### config.mk
export PLATFORM = sky130hd
export DESIGN_NAME = branch_flag_unit
export DESIGN_NICKNAME = d
export VERILOG_FILES = /design/src/rtl/branch_flag_unit_pkg.sv /design/src/rtl/branch_flag_unit_cond.sv /design/src/rtl/branch_flag_unit.sv
export SDC_FILE = /design/constraint.sdc
export NUM_CORES = 1
export LEC_CHECK = 0
export BUFFER_PORTS_ARGS = -buffer_cell sky130_fd_sc_hd__buf_2
export CAP_MARGIN = 5
export CORE_ASPECT_RATIO = 1.2
export CORE_MARGIN = 4
export CORE_UTILIZATION = 51
export DETAILED_ROUTE_END_ITERATION = 10
export PLACE_DENSITY = 0.88
export SLEW_MARGIN = 30
export SYNTH_ARGS = -nofsm -noshare
export SYNTH_HDL_FRONTEND = slang
export SYNTH_SLANG_ARGS = --single-unit
### constraint.sdc
create_clock -name clk -period 3.2 [get_ports clk]
set_input_delay 0 -clock clk [delete_from_list [all_inputs] [get_ports clk]]
set_output_delay 0 -clock clk [all_outputs]
set_load 0.01 [all_outputs]
### src/rtl/branch_flag_unit_pkg.sv
// Shared encodings for the branch/flag unit: ALU opcodes, condition codes
// and flag bit positions within the {Z,V,N} flag register.
package branch_flag_unit_pkg;

   localparam logic [3:0] ALU_ADD = 4'b1001;
   localparam logic [3:0] ALU_SUB = 4'b1010;
   localparam logic [3:0] ALU_XOR = 4'b1011;
   localparam logic [3:0] ALU_SLL = 4'b0001;
   localparam logic [3:0] ALU_SRA = 4'b0010;
   localparam logic [3:0] ALU_ROR = 4'b0100;

   localparam logic [2:0] CCC_NE = 3'b000;
   localparam logic [2:0] CCC_EQ = 3'b001;
   localparam logic [2:0] CCC_GT = 3'b010;
   localparam logic [2:0] CCC_LT = 3'b011;
   localparam logic [2:0] CCC_GE = 3'b100;
   localparam logic [2:0] CCC_LE = 3'b101;
   localparam logic [2:0] CCC_OV = 3'b110;
   localparam logic [2:0] CCC_AL = 3'b111;

   localparam int FLAG_Z = 2;
   localparam int FLAG_V = 1;
   localparam int FLAG_N = 0;

   // Arithmetic ops update all three flags.
   function automatic logic op_writes_zvn(input logic [3:0] op);
      return (op == ALU_ADD) || (op == ALU_SUB);
   endfunction

   // Arithmetic, logic and shift ops all update Z.
   function automatic logic op_writes_z(input logic [3:0] op);
      return op_writes_zvn(op) || (op == ALU_XOR) || (op == ALU_SLL) ||
             (op == ALU_SRA) || (op == ALU_ROR);
   endfunction

endpackage

### src/rtl/branch_flag_unit_cond.sv
// Combinational branch condition resolver: effective {Z,V,N} plus a
// condition code produce the taken decision.
module branch_flag_unit_cond
   import branch_flag_unit_pkg::*;
(
   input  logic [2:0] eff,
   input  logic [2:0] ccc,
   output logic       taken
);

   logic z;
   logic v;
   logic n;

   assign z = eff[FLAG_Z];
   assign v = eff[FLAG_V];
   assign n = eff[FLAG_N];

   always_comb begin
      taken = 1'b0;
      unique case (ccc)
         CCC_NE:  taken = !z;
         CCC_EQ:  taken = z;
         CCC_GT:  taken = !z && !n;
         CCC_LT:  taken = n;
         CCC_GE:  taken = z || (!z && !n);
         CCC_LE:  taken = n || z;
         CCC_OV:  taken = v;
         CCC_AL:  taken = 1'b1;
         default: taken = 1'b0;
      endcase
   end

endmodule

### src/rtl/branch_flag_unit.sv
// Flag register, ID-stage branch resolution with same-cycle EX flag bypass,
// registered PC redirect / IF-ID flush and saturating branch counters.
module branch_flag_unit
   import branch_flag_unit_pkg::*;
#(
   parameter int CNT_W = 16
) (
   input  logic             clk,
   input  logic             rst,
   input  logic             ex_valid,
   input  logic [3:0]       ex_alu_op,
   input  logic [2:0]       ex_flags,
   input  logic             stall,
   input  logic             id_branch,
   input  logic             id_branch_reg,
   input  logic [2:0]       id_ccc,
   input  logic [8:0]       id_imm9,
   input  logic [15:0]      id_pc_plus2,
   input  logic [15:0]      id_rs_data,
   output logic [2:0]       flags,
   output logic             redirect,
   output logic [15:0]      redirect_pc,
   output logic             flush_ifid,
   output logic [CNT_W-1:0] br_count,
   output logic [CNT_W-1:0] taken_count
);

   localparam logic [CNT_W-1:0] CNT_MAX = '1;

   logic              wr_z_p0;
   logic              wr_vn_p0;
   logic [2:0]        eff_p0;
   logic              cond_p0;
   logic              eval_p0;
   logic              take_p0;
   logic signed [15:0] offset_p0;
   logic [15:0]       target_p0;

   // Stage p0: EX flag bypass, condition resolution and target generation.
   assign wr_z_p0  = ex_valid && op_writes_z(ex_alu_op);
   assign wr_vn_p0 = ex_valid && op_writes_zvn(ex_alu_op);

   assign eff_p0[FLAG_Z] = wr_z_p0  ? ex_flags[FLAG_Z] : flags[FLAG_Z];
   assign eff_p0[FLAG_V] = wr_vn_p0 ? ex_flags[FLAG_V] : flags[FLAG_V];
   assign eff_p0[FLAG_N] = wr_vn_p0 ? ex_flags[FLAG_N] : flags[FLAG_N];

   branch_flag_unit_cond u_cond (
      .eff   (eff_p0),
      .ccc   (id_ccc),
      .taken (cond_p0)
   );

   // A branch seen while redirect is high is on the wrong path.
   assign eval_p0   = (id_branch || id_branch_reg) && !stall && !redirect;
   assign take_p0   = eval_p0 && cond_p0;
   assign offset_p0 = signed'({{6{id_imm9[8]}}, id_imm9, 1'b0});
   assign target_p0 = id_branch_reg ? id_rs_data
                                    : id_pc_plus2 + 16'(unsigned'(offset_p0));

   // Stage p1: architectural flags, redirect and counters.
   always_ff @(posedge clk) begin
      if (rst) begin
         flags       <= 3'b000;
         redirect    <= 1'b0;
         flush_ifid  <= 1'b0;
         redirect_pc <= 16'h0000;
         br_count    <= '0;
         taken_count <= '0;
      end else begin
         flags      <= eff_p0;
         redirect   <= take_p0;
         flush_ifid <= take_p0;
         if (take_p0) begin
            redirect_pc <= target_p0;
         end
         if (eval_p0 && (br_count != CNT_MAX)) begin
            br_count <= br_count + 1'b1;
         end
         if (take_p0 && (taken_count != CNT_MAX)) begin
            taken_count <= taken_count + 1'b1;
         end
      end
   end

endmodule

* Word-level counts from Yosys, hierarchy flattened
Index checks and enable logic that the tools add are counted.
Cells by class: $add $sub $neg 3, equal/unequal tests 15, muxes and demuxes 5, reductions and logical operators 21
Operators by type and width (count):
- 16-bit by 1-bit adder with 16-bit output (second input constant) | 2
- 16-bit != test (second input constant) | 2
- 16-bit adder | 1
- 16-bit two-way mux | 1
- 3-bit equality test (second input constant) | 4
- 4-bit equality test (second input constant) | 3
- 1-bit logical AND | 8
- 1-bit logical OR | 8
- 1-bit case mux with 8 select lines | 1
- 3-bit by 2-bit equality test with 1-bit output (second input constant) | 2
- 4-bit by 1-bit equality test with 1-bit output (second input constant) | 1
- 4-bit by 2-bit equality test with 1-bit output (second input constant) | 1
- 4-bit by 3-bit equality test with 1-bit output (second input constant) | 1
- 1-bit logical NOT | 4
- 3-bit by 1-bit equality test with 1-bit output (second input constant) | 1
- 3-bit logical NOT | 1
- 1-bit two-way mux | 3
Storage, ports and cells: register bits after elaboration 52, input port bits 57, logic and storage cells 49

* Longest topological paths before layout
word-level depth 14, mapped depth 11

* Cells and area by module
Synthesis repeated with hierarchy kept, for this count alone.
Second synthesis, totals: cells, all modules 368, area total of the unflattened synthesis 3105.5 µm²
By module, submodules not included:
- branch_flag_unit | times used 1, cells each 357, area each 3029.2 µm²
- branch_flag_unit_cond | times used 1, cells each 11, area each 76.3 µm²

* Worst setup path before layout
No wires, ideal clock.
path type input port to flip-flop, from input port ex_alu_op[1], to register taken_count[11], arrival 2155 ps, setup slack 923 ps, stages 9, path buffers 1, path through xnor2_1 -> nor3_2 -> mux2_2 -> a2111oi_1 -> a41o_1 -> o21bai_4 -> buf_6 -> nor4_2 -> mux2_4
On the way: longest elaborated chain between the ends 14, elaborated cells between the ends (all ways) 24, those cells by class 6 x eq/ne; 4 x mux; 14 x reduce/logical
Ends and longest elaborated chain:
- from (decl) | line branch_flag_unit.sv:11 | input logic [3:0] ex_alu_op,
- 4-bit equality test | line branch_flag_unit_pkg.sv:27 | return (op == ALU_ADD) || (op == ALU_SUB);
- 1-bit logical OR | line branch_flag_unit_pkg.sv:27
- 1-bit logical OR (3 in series) | line branch_flag_unit_pkg.sv:32 | return op_writes_zvn(op) || (op == ALU_XOR) || (op == ALU_SLL) ||
- 1-bit logical OR | line branch_flag_unit_pkg.sv:33 | (op == ALU_SRA) || (op == ALU_ROR);
- 1-bit logical AND | line branch_flag_unit.sv:40 | assign wr_z_p0 = ex_valid && op_writes_z(ex_alu_op);
- 1-bit two-way mux | line branch_flag_unit.sv:43 | assign eff_p0[FLAG_Z] = wr_z_p0 ? ex_flags[FLAG_Z] : flags[FLAG_Z];
- 1-bit logical NOT | line branch_flag_unit_cond.sv:22, branch_flag_unit_cond.sv:24, branch_flag_unit_cond.sv:26
- 1-bit logical AND | line branch_flag_unit_cond.sv:24, branch_flag_unit_cond.sv:26
- 1-bit logical OR | line branch_flag_unit_cond.sv:26 | CCC_GE: taken = z || (!z && !n);
- 1-bit case mux with 8 select lines * | line branch_flag_unit_cond.sv:21 | unique case (ccc)
- 1-bit logical AND * | line branch_flag_unit.sv:55 | assign take_p0 = eval_p0 && cond_p0;
- 1-bit logical AND * | line branch_flag_unit.sv:79 | if (take_p0 && (taken_count != CNT_MAX)) begin
- to (signal assigned) | line branch_flag_unit.sv:80 | taken_count <= taken_count + 1'b1;
- to (decl) | line branch_flag_unit.sv:25 | output logic [CNT_W-1:0] taken_count
Every way passes the cells marked *; elsewhere a longest branch is shown, timed or not. A chain may end at the register's enable or synchronous reset.

* Final worst setup path
from register flags[2], to register redirect_pc[14]
On the way: longest elaborated chain between the ends 6, elaborated cells between the ends (all ways) 7, those cells by class 2 x mux; 5 x reduce/logical
Ends and longest elaborated chain:
- from (decl) | line branch_flag_unit.sv:20 | output logic [2:0] flags,
- from (signal assigned) | line branch_flag_unit.sv:70 | flags <= eff_p0;
- 1-bit two-way mux * | line branch_flag_unit.sv:43
- 1-bit logical NOT | line branch_flag_unit_cond.sv:22, branch_flag_unit_cond.sv:24, branch_flag_unit_cond.sv:26
- 1-bit logical AND | line branch_flag_unit_cond.sv:24, branch_flag_unit_cond.sv:26
- 1-bit logical OR | line branch_flag_unit_cond.sv:26
- 1-bit case mux with 8 select lines * | line branch_flag_unit_cond.sv:21
- 1-bit logical AND * | line branch_flag_unit.sv:55
- to (signal assigned) | line branch_flag_unit.sv:74 | redirect_pc <= target_p0;
- to (decl) | line branch_flag_unit.sv:22 | output logic [15:0] redirect_pc,
Marks and branches as above.

==> metrics.cfg <==
[floorplan]
start_util=0.533
ios=110
core_area_um2=6130
die_y_um=95.7
die_w_um=81.1
std_cell_rows=31
die_area_um2=7760

[setup_path]
cp.buffers_inverters=1
path_cells=a2bb2oi_1, nand3_2, or3_1, a41o_1, o21bai_4, buf_12, a21oi_1, a221oi_2
slowest_delay_ps=510
critPathLaunchType=register
crit_type=reg2reg
crit_fanout=24
cp_slowest_cell=o21bai_4
cp_data_required_time_ps=3420
path_delay_family=compound AO/OA/AOI/OAI gates
crit_arrival_ps=2690
crit_path_end_kind=register

[layout]
antenna_cells=0
drive_above_1_share=0.289
area_growth_pct=21.3
final_cell_mix=buf_2, nor2_1, dfxtp_1
fin_util=0.647
nFillCells=541
nNetsFinal=564
final_common_cell=buf_2
instances_no_fill=573

[logic_synthesis]
netlist_instances=386
synth_cell_type_count=58
async_reset_ff_frac=0
syn_area_per_cell_um2=8.47
ys_top_cells_by_area=dfxtp_1, nor2_1, ha_1
synth_top_cell_by_area=dfxtp_1
ys.flop_type=dfxtp_1
synth_area_um2=3270
seq_area_frac_synth=0.318
ys_ff_latch=52
synth_edf_count=0
ys_warn_count=0
synth.net_count=460
synth_top_area_share=0.318

[status]
status=finished clean

[sta]
period_share=0.772
period_minus_slack_ps=2470
tns_ps=0
finalHoldWorstSlack_ps=25.8
skew_ps=7.87
maxSlewHeadroom=0.586
setup_violations=0
slew_viol_final=0
worst_slack_ps=731
worst_pin_slew_ps=621
final_hold_viol_count=0
fmaxAchievable_ghz=0.405
rsz0062_at_grt=false

[power]
ir_drop_v=0.000233
total_leakage_power_nw=1.87
power_density_nw_per_um2=364

[job]
drv_cap=0

[placed_design]
dp_slack_ps=482
post-dp-hpwl_um=6100
gp_congestion=0.873
port_buffers=109
placed_cells=564

[grt]
grt_overflow=0
grt_usage=0.201
antenna_found_initial=0
grt_max_degree=62
grt_pass1_wl_um=12700
grt_pass1_vias=2956

[clock_network]
clockBufferDepth=2
clk_latency_ps=300
clk_pin_slew_worst_paths_ps=100
cts_inserted_buffers=5
htree_num_levels=2
cts-root-buf=clkbuf_8
cts_tree=done
cts_sinks=52

[drt]
via_count=3154
wl_per_cell_um=13.8
ant_nets=0
avgViaCountPerCell=5.50
drt_pass1_iterations=4
drt-initial-drc-count=113
drc=0
wl_um=7890

[worst_hold_path]
hold_path.class=in2reg

## through the flow
step | total power [mW] | cell area, um2
floorplan | 0.913 | 3270
global route | 1.52 | 3970
CTS | 1.45 | 3970
detailed placement | 1.01 | 3840
finish | 1.44 | 3970
global placement | 0.995 | 3840
## sequential cells by signal (all words and copies together) (netlist names)
name,count
flags,3
br_count,16
flush_ifid,1
taken_count,16
redirect_pc,16
## worst min-delay path, delay by kind of cell
| kind | cells | cell delay, ps |
|---|---|---|
| AO/OA/AOI/OAI | 2 | 180 |
| buffers and inverters | 1 | 70 |
| AND/OR/NAND/NOR | 1 | 50 |
## repair_timing
action                                 in CTS  in global routing
endpoints found under the hold margin       1                  0
buffers inserted                            0                  0
gates resized for setup                     0                  0
hold buffers                                1                  0
## cell usage after synthesis (4+ instances only)
cell,n
nor2b_1,10
nand2_1,31
inv_1,16
a21oi_1,18
dfxtp_1,52
xnor2_1,16
mux2_1,4
nor2_1,54
mux2i_1,16
nand3_1,13
or3_1,6
a31oi_1,4
o21ai_0,27
mux2_4,5
xor2_1,12
nand2b_1,4
ha_1,16
nor4_2,4
clkbuf_1,9
nand4_1,7
and3_1,7
## worst paths after layout
check	start	endpoint	slack, ps	depth (start not counted)
worst min register to register	redirect_pc[14]$_SDFFE_PP0P_	redirect_pc[14]$_SDFFE_PP0P_	490	2
worst min-delay path	id_rs_data[13]	redirect_pc[13]$_SDFFE_PP0P_	30	4
worst max register to register	flags[2]$_SDFF_PP0_	redirect_pc[14]$_SDFFE_PP0P_	730	8
worst max-delay path	flags[2]$_SDFF_PP0_	redirect_pc[14]$_SDFFE_PP0P_	730	8
## power breakdown
| part | total (mW) | switching (mW) | internal [mW] |
|---|---|---|---|
| registers | 0.681 | 0.0149 | 0.666 |
| logic | 0.314 | 0.171 | 0.143 |
| clock network | 0.449 | 0.217 | 0.232 |
## routing by layer
metal / vias up / track usage / part of all wire
li1: 1569 / - / -
met1: 1490 / 0.232 / 0.41
met2: 87 / 0.382 / 0.54
met3: 8 / 0.0309 / 0.041
met4: 0 / 0.0507 / 0.013
met5: - / 0 / 0
## cell families (layout without fill, tap and decap cells)
logic type,count (synthesis),in the layout,share of synthesized area
simple gates,156,156,0.246
compound gates,74,74,0.147
flops,52,52,0.318
buf+inv,31,136,0.0497
xor+xnor,28,28,0.0750
mux,28,28,0.0961
fa+ha+maj,17,17,0.0674
## cell type report
class                   count  area [um2]  share of cell area
clock buffers               5        68.8              0.0174
clock inverters             3        42.5              0.0107
inverters                  16        60.1              0.0151
multi-input cells         303        2070               0.521
flip-flops and latches     52        1040               0.262
well taps                  82         103              0.0259
repair buffers            112         586               0.148
Power figures use the tool's default switching activity.
